[src/rtl/xbar_out_stage_pkg.sv]
// Shared constants for the router output-port crossbar slice: port indices,
// legacy port-code mapping and skid-buffer state encodings.
package xbar_out_stage_pkg;

  localparam int DATA_WIDTH_DEF = 32;
  localparam int NUM_IN_DEF     = 5;
  localparam int SEL_WIDTH_DEF  = 3;
  localparam int CNT_WIDTH_DEF  = 16;

  localparam logic [2:0] IDX_N    = 3'd0;
  localparam logic [2:0] IDX_E    = 3'd1;
  localparam logic [2:0] IDX_W    = 3'd2;
  localparam logic [2:0] IDX_S    = 3'd3;
  localparam logic [2:0] IDX_L    = 3'd4;
  localparam logic [2:0] SEL_IDLE = 3'd7;

  // One-hot port codes used by the older routing tables.
  localparam logic [4:0] PORT_CODE_N = 5'b00001;
  localparam logic [4:0] PORT_CODE_E = 5'b00010;
  localparam logic [4:0] PORT_CODE_W = 5'b00100;
  localparam logic [4:0] PORT_CODE_S = 5'b01000;
  localparam logic [4:0] PORT_CODE_L = 5'b10000;

  typedef enum logic [1:0] {
    ST_EMPTY = 2'd0,
    ST_ONE   = 2'd1,
    ST_TWO   = 2'd2
  } xbar_state_e;

  function automatic logic [2:0] port_code_to_idx(input logic [4:0] code);
    case (code)
      PORT_CODE_N: port_code_to_idx = IDX_N;
      PORT_CODE_E: port_code_to_idx = IDX_E;
      PORT_CODE_W: port_code_to_idx = IDX_W;
      PORT_CODE_S: port_code_to_idx = IDX_S;
      PORT_CODE_L: port_code_to_idx = IDX_L;
      default:     port_code_to_idx = SEL_IDLE;
    endcase
  endfunction

endpackage

[src/rtl/xbar_out_stage_if.sv]
// Input-side select/flit bundle and output-link handshake of one crossbar slice.
interface xbar_out_stage_if
  import xbar_out_stage_pkg::*;
#(
  parameter int DATA_WIDTH = DATA_WIDTH_DEF,
  parameter int NUM_IN     = NUM_IN_DEF,
  parameter int SEL_WIDTH  = SEL_WIDTH_DEF,
  parameter int CNT_WIDTH  = CNT_WIDTH_DEF
);
  logic [SEL_WIDTH-1:0]         sel_in;
  logic [NUM_IN*DATA_WIDTH-1:0] datain;
  logic [NUM_IN-1:0]            validin;
  logic [NUM_IN-1:0]            readyout;
  logic [DATA_WIDTH-1:0]        dataout;
  logic                         validout;
  logic                         readyin;
  logic [CNT_WIDTH-1:0]         flit_cnt;

  modport master (
    output sel_in, datain, validin, readyin,
    input  readyout, dataout, validout, flit_cnt
  );

  modport slave (
    input  sel_in, datain, validin, readyin,
    output readyout, dataout, validout, flit_cnt
  );
endinterface

[src/rtl/xbar_skid_buf.sv]
// Two-entry valid/ready register stage; upstream ready depends only on state,
// never combinationally on downstream ready.
module xbar_skid_buf
  import xbar_out_stage_pkg::*;
#(
  parameter int DATA_WIDTH = DATA_WIDTH_DEF
) (
  input  logic                  clk,
  input  logic                  rst,
  input  logic                  i_push,
  input  logic [DATA_WIDTH-1:0] i_data,
  input  logic                  i_ready,
  output logic                  o_acc_rdy,
  output logic                  o_valid,
  output logic [DATA_WIDTH-1:0] o_data
);
  xbar_state_e           r_state, w_state_d;
  logic [DATA_WIDTH-1:0] r_main, w_main_d;
  logic [DATA_WIDTH-1:0] r_skid, w_skid_d;
  logic                  w_pop;

  assign o_acc_rdy = (r_state != ST_TWO);
  assign o_valid   = (r_state != ST_EMPTY);
  assign o_data    = r_main;
  assign w_pop     = o_valid & i_ready;

  always_ff @(posedge clk or negedge rst) begin
    if (!rst) begin
      r_state <= ST_EMPTY;
      r_main  <= '0;
      r_skid  <= '0;
    end else begin
      r_state <= w_state_d;
      r_main  <= w_main_d;
      r_skid  <= w_skid_d;
    end
  end

  // Main register is zeroed on draining so the link reads 0 while invalid.
  always_comb begin
    w_state_d = r_state;
    w_main_d  = r_main;
    w_skid_d  = r_skid;
    case (r_state)
      ST_EMPTY: begin
        if (i_push) begin
          w_state_d = ST_ONE;
          w_main_d  = i_data;
        end
      end
      ST_ONE: begin
        if (i_push && w_pop) begin
          w_main_d = i_data;
        end else if (i_push) begin
          w_state_d = ST_TWO;
          w_skid_d  = i_data;
        end else if (w_pop) begin
          w_state_d = ST_EMPTY;
          w_main_d  = '0;
        end
      end
      ST_TWO: begin
        if (w_pop) begin
          w_state_d = ST_ONE;
          w_main_d  = r_skid;
          w_skid_d  = '0;
        end
      end
      default: begin
        w_state_d = ST_EMPTY;
        w_main_d  = '0;
        w_skid_d  = '0;
      end
    endcase
  end

endmodule

[src/rtl/xbar_out_stage.sv]
// N:1 output-port crossbar slice: index mux, per-input consume strobe,
// skid-buffered output link and forwarded-flit counter.
module xbar_out_stage
  import xbar_out_stage_pkg::*;
#(
  parameter int DATA_WIDTH = DATA_WIDTH_DEF,
  parameter int NUM_IN     = NUM_IN_DEF,
  parameter int SEL_WIDTH  = SEL_WIDTH_DEF,
  parameter int CNT_WIDTH  = CNT_WIDTH_DEF
) (
  input  logic            clk,
  input  logic            rst,
  xbar_out_stage_if.slave bus
);
  logic [DATA_WIDTH-1:0] w_sel_data;
  logic                  w_grant;
  logic                  w_acc_rdy;
  logic                  w_acc;
  logic                  w_snd;
  logic [CNT_WIDTH-1:0]  r_flit_cnt;

  // Compare-based select: idle codes match no input, so nothing X-indexes.
  always_comb begin
    w_sel_data = '0;
    w_grant    = 1'b0;
    for (int i = 0; i < NUM_IN; i++) begin
      if (bus.sel_in == SEL_WIDTH'(i)) begin
        w_sel_data = bus.datain[i*DATA_WIDTH +: DATA_WIDTH];
        w_grant    = bus.validin[i];
      end
    end
  end

  // Gated by rst so the consume strobe is quiet while reset is held.
  assign w_acc = w_grant & w_acc_rdy & rst;
  assign w_snd = bus.validout & bus.readyin;

  always_comb begin
    bus.readyout = '0;
    for (int i = 0; i < NUM_IN; i++)
      bus.readyout[i] = w_acc & (bus.sel_in == SEL_WIDTH'(i));
  end

  xbar_skid_buf #(.DATA_WIDTH(DATA_WIDTH)) u_skid (
    .clk       (clk),
    .rst       (rst),
    .i_push    (w_acc),
    .i_data    (w_sel_data),
    .i_ready   (bus.readyin),
    .o_acc_rdy (w_acc_rdy),
    .o_valid   (bus.validout),
    .o_data    (bus.dataout)
  );

  always_ff @(posedge clk or negedge rst) begin
    if (!rst)       r_flit_cnt <= '0;
    else if (w_snd) r_flit_cnt <= r_flit_cnt + 1'b1;
  end

  assign bus.flit_cnt = r_flit_cnt;

endmodule

[src/flat_wrapper.sv]
// flat-port wrapper written by rule: the top's interface ports become plain ports
module xbar_out_stage_flat import xbar_out_stage_pkg::*;
#(
  parameter int DATA_WIDTH = DATA_WIDTH_DEF,
  parameter int NUM_IN     = NUM_IN_DEF,
  parameter int SEL_WIDTH  = SEL_WIDTH_DEF,
  parameter int CNT_WIDTH  = CNT_WIDTH_DEF
)
  (clk, rst, bus_sel_in, bus_datain, bus_validin, bus_readyin, bus_readyout, bus_dataout, bus_validout, bus_flit_cnt);
  xbar_out_stage_if #(.DATA_WIDTH(DATA_WIDTH), .NUM_IN(NUM_IN), .SEL_WIDTH(SEL_WIDTH), .CNT_WIDTH(CNT_WIDTH)) bus_i ();
  input  logic clk;
  input  logic rst;
  input wire logic [$bits(bus_i.sel_in)-1:0] bus_sel_in;
  input wire logic [$bits(bus_i.datain)-1:0] bus_datain;
  input wire logic [$bits(bus_i.validin)-1:0] bus_validin;
  input wire logic [$bits(bus_i.readyin)-1:0] bus_readyin;
  output wire logic [$bits(bus_i.readyout)-1:0] bus_readyout;
  output wire logic [$bits(bus_i.dataout)-1:0] bus_dataout;
  output wire logic [$bits(bus_i.validout)-1:0] bus_validout;
  output wire logic [$bits(bus_i.flit_cnt)-1:0] bus_flit_cnt;
  assign bus_i.sel_in = bus_sel_in;
  assign bus_i.datain = bus_datain;
  assign bus_i.validin = bus_validin;
  assign bus_i.readyin = bus_readyin;
  assign bus_readyout = bus_i.readyout;
  assign bus_dataout = bus_i.dataout;
  assign bus_validout = bus_i.validout;
  assign bus_flit_cnt = bus_i.flit_cnt;
  xbar_out_stage #(.DATA_WIDTH(DATA_WIDTH), .NUM_IN(NUM_IN), .SEL_WIDTH(SEL_WIDTH), .CNT_WIDTH(CNT_WIDTH)) u_core (.clk(clk), .rst(rst), .bus(bus_i));
endmodule
[config.mk]
export PLATFORM = sky130hd
export DESIGN_NAME = xbar_out_stage_flat
export DESIGN_NICKNAME = d
export VERILOG_FILES = /design/src/rtl/xbar_out_stage_pkg.sv /design/src/rtl/xbar_out_stage_if.sv /design/src/rtl/xbar_skid_buf.sv /design/src/rtl/xbar_out_stage.sv /design/src/flat_wrapper.sv
export SDC_FILE = /design/constraint.sdc
export NUM_CORES = 1
export LEC_CHECK = 0
export CELL_PAD_IN_SITES_DETAIL_PLACEMENT = 0
export CELL_PAD_IN_SITES_GLOBAL_PLACEMENT = 1
export CORE_ASPECT_RATIO = 0.7
export CORE_MARGIN = 5
export CORE_UTILIZATION = 33
export DETAILED_ROUTE_END_ITERATION = 6
export GPL_ROUTABILITY_DRIVEN = 0
export PLACE_DENSITY_LB_ADDON = 0.15
export SYNTH_ARGS = -nofsm -noshare
export SYNTH_HDL_FRONTEND = slang
export SYNTH_HIERARCHICAL = 1
export SYNTH_SLANG_ARGS = --single-unit
[constraint.sdc]
create_clock -name clk -period 5.55 [get_ports clk]
set_input_delay 1.665 -clock clk [delete_from_list [all_inputs] [get_ports clk]]
set_output_delay 1.665 -clock clk [all_outputs]
set_load 0.02 [all_outputs]
# Word level (Yosys, flattened, before mapping)
# Cells that the tools add are included.
[word_totals]
latchBits = 0
rom_bits = 0
regBits = 82
mem_count = 0
mem_bits_rw = 0
in_bits = 171
elab_cells = 59
output_inout_bits = 54
[classes]
n_addsub = 1
shifts = 0
reduce_logical = 7
magnitude_cmp = 0
n_div = 0
multipliers = 0
n_bitwise = 9
muxes = 24
eq_ne = 14
[ops]
columns = ["op", "n"]
rows = [
  ["2-to-1 mux 32 bit", 11],
  ["case mux 32 bit (3 select lines)", 2],
  ["adder 16 x 1 -> 16 bit (second input constant)", 1],
  ["AND reduction 4 bit", 3],
  ["2-to-1 mux 2 bit", 5],
  ["inequality test 2 bit (second input constant)", 5],
  ["inequality test 3 bit (second input constant)", 3],
  ["bitwise AND 1 bit", 8],
  ["equality test 3 x 2 -> 1 bit (second input constant)", 2],
  ["case mux 2 bit (3 select lines)", 1],
  ["2-to-1 mux 1 bit", 5],
  ["equality test 3 x 1 -> 1 bit (second input constant)", 1],
  ["equality test 3 bit (second input constant)", 1],
  ["logical NOT 3 bit", 1],
  ["equality test 2 x 1 -> 1 bit (second input constant)", 1],
  ["equality test 2 bit (second input constant)", 1],
  ["logical NOT 2 bit", 1],
  ["nonzero test 2 bit", 1],
  ["logical AND 1 bit", 1],
  ["inverter 1 bit", 1],
]

# Depth between registers and ports, before layout
[logic_depth]
depth_word = 11
mapped_depth = 12
ltp_nobuf = 7

# Modules after synthesis
# The synthesis kept the hierarchy.
[by_module_without_submodules]
columns = ["module", "instances", "area_per_inst_um2", "cells_per_inst"]
rows = [
  ["xbar_skid_buf", 1, 2880.3, 268],
  ["xbar_out_stage", 1, 2120.8, 246],
]

# Least setup slack after synthesis
# OpenSTA, ideal clock, no wires.
[synth_path]
path_type = "input -> output"
startpoint = "in bus_sel_in[0]"
endpoint = "out bus_readyout[1]"
path_stages = 5
setup_slack_ps = 1081
required_ps = 3885
arrival_ps = 2804
path_cell_list = "buf_6 -> buf_12 -> buf_2 -> nand2_1 -> nor4_1"
[synth_via]
elab_chain_len = 9
word_cells_on_any_way = 13
cone_classes = "eq/ne: 4; mux: 5; bitwise: 3; reduce/logical: 1"
[synth_rtl]
columns = ["item", "line_no", "rtl"]
rows = [
  ["from (decl)", "flat_wrapper.sv:13", "input wire logic [$bits(bus_i.sel_in)-1:0] bus_sel_in;"],
  ["logical NOT 3 bit", "xbar_out_stage.sv:27", "if (bus.sel_in == SEL_WIDTH'(i)) begin"],
  ["2-to-1 mux 1 bit (5 in a row)", "xbar_out_stage.sv:27", ""],
  ["bitwise AND 1 bit (2 in a row)", "xbar_out_stage.sv:35", "assign w_acc = w_grant & w_acc_rdy & rst;"],
  ["bitwise AND 1 bit *", "xbar_out_stage.sv:41", "bus.readyout[i] = w_acc & (bus.sel_in == SEL_WIDTH'(i));"],
  ["to (decl)", "flat_wrapper.sv:17", "output wire logic [$bits(bus_i.readyout)-1:0] bus_readyout;"],
]
# Mark *: on every way between the ends. The rest lies on a longest branch, timed or not.

# Worst setup path after layout
[layout_path]
startpoint = "in bus_sel_in[1]"
endpoint = "out bus_readyout[4]"
# Same word-level chain as after synthesis.

==> out/metrics.yaml <==
fmax_ghz: 0.2038
postCtsHoldBufs: 0
cts_resized: 0
cts_max_level: 3
crit_family: "buffers and inverters"
antenna_found_initial: 1
status: "finished clean"
grtUsageTotal: 0.1938
row_count: 37
yosys_warnings: 6
rsz0062_at_grt: "false"
whs_endpoint: "u_core/bus.flit_cnt[15]"
ys_ff_latch: 82
r2r_slack_ns: 2.88
vias: 4796
min_from: "u_core/bus.flit_cnt[15]"
layout_min_cycle_time_ns: 4.906
drc: 0
syn_area_sq_um: 5001
synth_ff_type: "dfrtp_1"
slowest_delay_ns: 0.58
p_leak_nw: 3.159
cp-start-kind: "input pin"
clkSlewWorstSetupHoldPaths_ns: 0.06
critPathArrivalTime_ns: 3.24
syn_avg_cell_area_sq_um: 9.730
hold_viol_final: 0
worst-slew-pin-transition_ns: 1.139
grt_pass1_vias: 4842
drt.antenna.violating_nets: 0
finalNetCount: 886
postLayoutCellArea_sq_um: 7601
via_per_inst: 5.247
grt_max_degree: 83
ys_types: 44
core-area_sq_um: 14770
path_cells: "buf_2 -> nor2_1 -> and2_1 -> and4_1 -> clkdlybuf4s50_1"
cts_tree: "yes"
syn_inst: 514
grt_first_pass_wirelength_mm: 27.23
cts_setup_buffers: 0
p_comb_frac: 0.329
synth-edff-count: 0
routed_wl_mm: 17.77
start_util: 0.3386
seq_area_frac_synth: 0.4103
die_area_sq_um: 17760
crit_required_ns: 3.88
syn-num-nets: 686
numCtsBuffers: 9
slew-limit-headroom: 0.2399
drt-wirelength-per-cell_um: 19.44
reg2regPathDepth: 7
total_power_w: 0.002170
power_density_nw_per_um2: 285.5
swShare: 0.3131
p_clk_frac: 0.298
fin_skew_ns: 0.007662
drv_slew: 0
placed_cell_area_sq_um: 7279
crit_fanout: 23
r2r_end: "u_core/u_skid/r_skid[6]"
die_w_um: 157.1
finalSetupViolCount: 0
cts.sinks: 82
area_growth_pct: 51.99
drv_cap: 0
port_buffers: 224
grt_remaining_overflow: 0
fin_crit_sh: 0.8839
power_frac_seq: 0.373
fin_tns_setup_ns: 0
dr.pass1.iters: 5
num-fill-cells: 1325
rr_startpoint: "u_core/u_skid/r_state[1]"
cts-root-buf: "clkbuf_16"
critPathSlowestCell: "clkdlybuf4s50_1"
switching_power_w: 0.0006795
ir_drop_mv: 0.1960
dp_hpwl_mm: 12.89
clk_latency_ns: 0.34
crit_path_end_kind: "output pin"
ios: 225
p_int_w: 0.001491
cts.path.max_buffers: 2
die_h_um: 113.0
crit_type: "in2out"
worstHoldPathCells: 1
hp-class: "reg2reg"
antenna_cells: 0
synthArstFlopShare: 1.000
layout-drive-gt1-share: 0.07789
cp_num_buf_inv: 2
drtIter0Drc: 233
-- cell usage after synthesis, types with 2 or more instances --
library cell,instances,area [sq um]
buf_12,3,60.06
buf_6,4,45.04
dfrtp_1,82,2052
nand2b_1,2,12.51
nor2b_1,4,25.02
o22ai_1,15,93.84
nor2_1,23,86.33
nand2_1,30,112.6
buf_2,12,60.06
xor2_1,2,17.52
mux4_1,6,157.7
mux4_2,12,270.3
buf_4,5,37.54
xnor2_1,13,113.9
mux2i_1,15,150.1
and2_1,34,212.7
a221o_1,32,320.3
nand4_1,35,219.0
nand3_1,5,25.02
or2_2,2,12.51
a22oi_1,14,105.1
clkbuf_1,21,78.83
a21oi_1,17,85.08
o21ai_0,41,205.2
and3_1,4,25.02
inv_1,52,195.2
o21ai_1,11,55.05
mux2_2,2,22.52
-- through the flow --
stage | setup slack, ns | hold WS [ns] | utilization | instances
after floorplan | 1.081 | 0.5040 | - | 514
after global placement | 0.6717 | 0.4659 | 0.4929 | 898
after detailed placement | 0.6301 | 0.4674 | 0.4929 | 898
after CTS | 0.6292 | 0.4750 | 0.5147 | 914
after global routing | 0.5475 | 0.5045 | 0.5147 | 914
final | 0.6443 | 0.4785 | 0.5147 | 914
-- cell usage in the layout, fill, tap and decap left out, types with 2 or more instances in the layout --
cell and count:
o21ai_1 11, nand3_1 5, nand4_1 35, xor2_1 2, xnor2_1 13, clkdlybuf4s50_1 220, a21oi_1 17, nor2_1 23
buf_2 3, dfrtp_1 82, and3_1 4, nor2b_1 2, clkinvlp_4 2, a221o_1 32, mux4_2 12, clkbuf_16 9
nand2b_1 2, o22ai_1 15, and2_1 34, or2_2 2, mux4_1 6, nand2_1 30, mux2i_1 15, mux2_2 2
bufinv_16 2, nor2b_4 2, inv_1 52, buf_4 11, a22oi_1 14, clkbuf_1 2, o21ai_0 41
-- flip-flops by register name, summed over array words and instances (netlist names) --
| register | cells |
|---|---|
| u_core/u_skid/r_skid | 32 |
| u_core/u_skid/r_state | 2 |
| u_core/bus.flit_cnt | 16 |
| u_core/u_skid/o_data | 32 |
-- logic make-up after synthesis --
group | count (synthesis) | synth area share
and+or+nand+nor | 149 | 0.1641
AOI/OAI and AO/OA | 134 | 0.1806
buffers and inverters | 98 | 0.09607
DFF | 82 | 0.4103
muxes | 35 | 0.1201
xor gates and xnor gates | 15 | 0.02627
adders and majority gates | 1 | 0.002501
-- worst max path at each step --
stage                             start         endpoint  slack [ns]  depth (start not counted)
after floorplan           bus_sel_in[0]  bus_readyout[1]        1.08                          5
after global placement    bus_sel_in[1]  bus_readyout[4]        0.67                          5
after detailed placement  bus_sel_in[1]  bus_readyout[4]        0.63                          5
after CTS                 bus_sel_in[1]  bus_readyout[4]        0.63                          5
after global routing      bus_sel_in[1]  bus_readyout[4]        0.55                          5
final                     bus_sel_in[1]  bus_readyout[4]        0.64                          5
-- layout make-up --
type / instances / area, sq um / area share
Clock buffer: 12 / 246.5 / 0.03243
Clock inverter: 4 / 75.07 / 0.009877
Inverter: 53 / 198.9 / 0.02617
Multi-Input combinational cell: 334 / 2485 / 0.3269
Sequential cell: 82 / 2052 / 0.2700
Tap cell: 195 / 244.0 / 0.03210
Timing Repair Buffer: 234 / 2300 / 0.3026
-- layer usage --
metal / global-route usage / vias up / wire length (um)
li1: - / 2260 / -
met5: 0 / - / 13
met1: 0.2754 / 2323 / 7951
met2: 0.3006 / 194 / 8126
met4: 0.03668 / 2 / 171
met3: 0.05275 / 17 / 1506
-- power groups by stage --
stage | sequential (W) | combinational, W | clock, W
3_3_place_gp | 0.000815 | 0.000708 | 0
4_1_cts | 0.000810 | 0.000722 | 0.000661
2_1_floorplan | 0.000882 | 0.000292 | 0
3_5_place_dp | 0.000818 | 0.000718 | 0
5_1_grt | 0.000827 | 0.000771 | 0.000684
6_report | 0.000809 | 0.000713 | 0.000648
No activity file was read; power rests on OpenSTA's default activity.
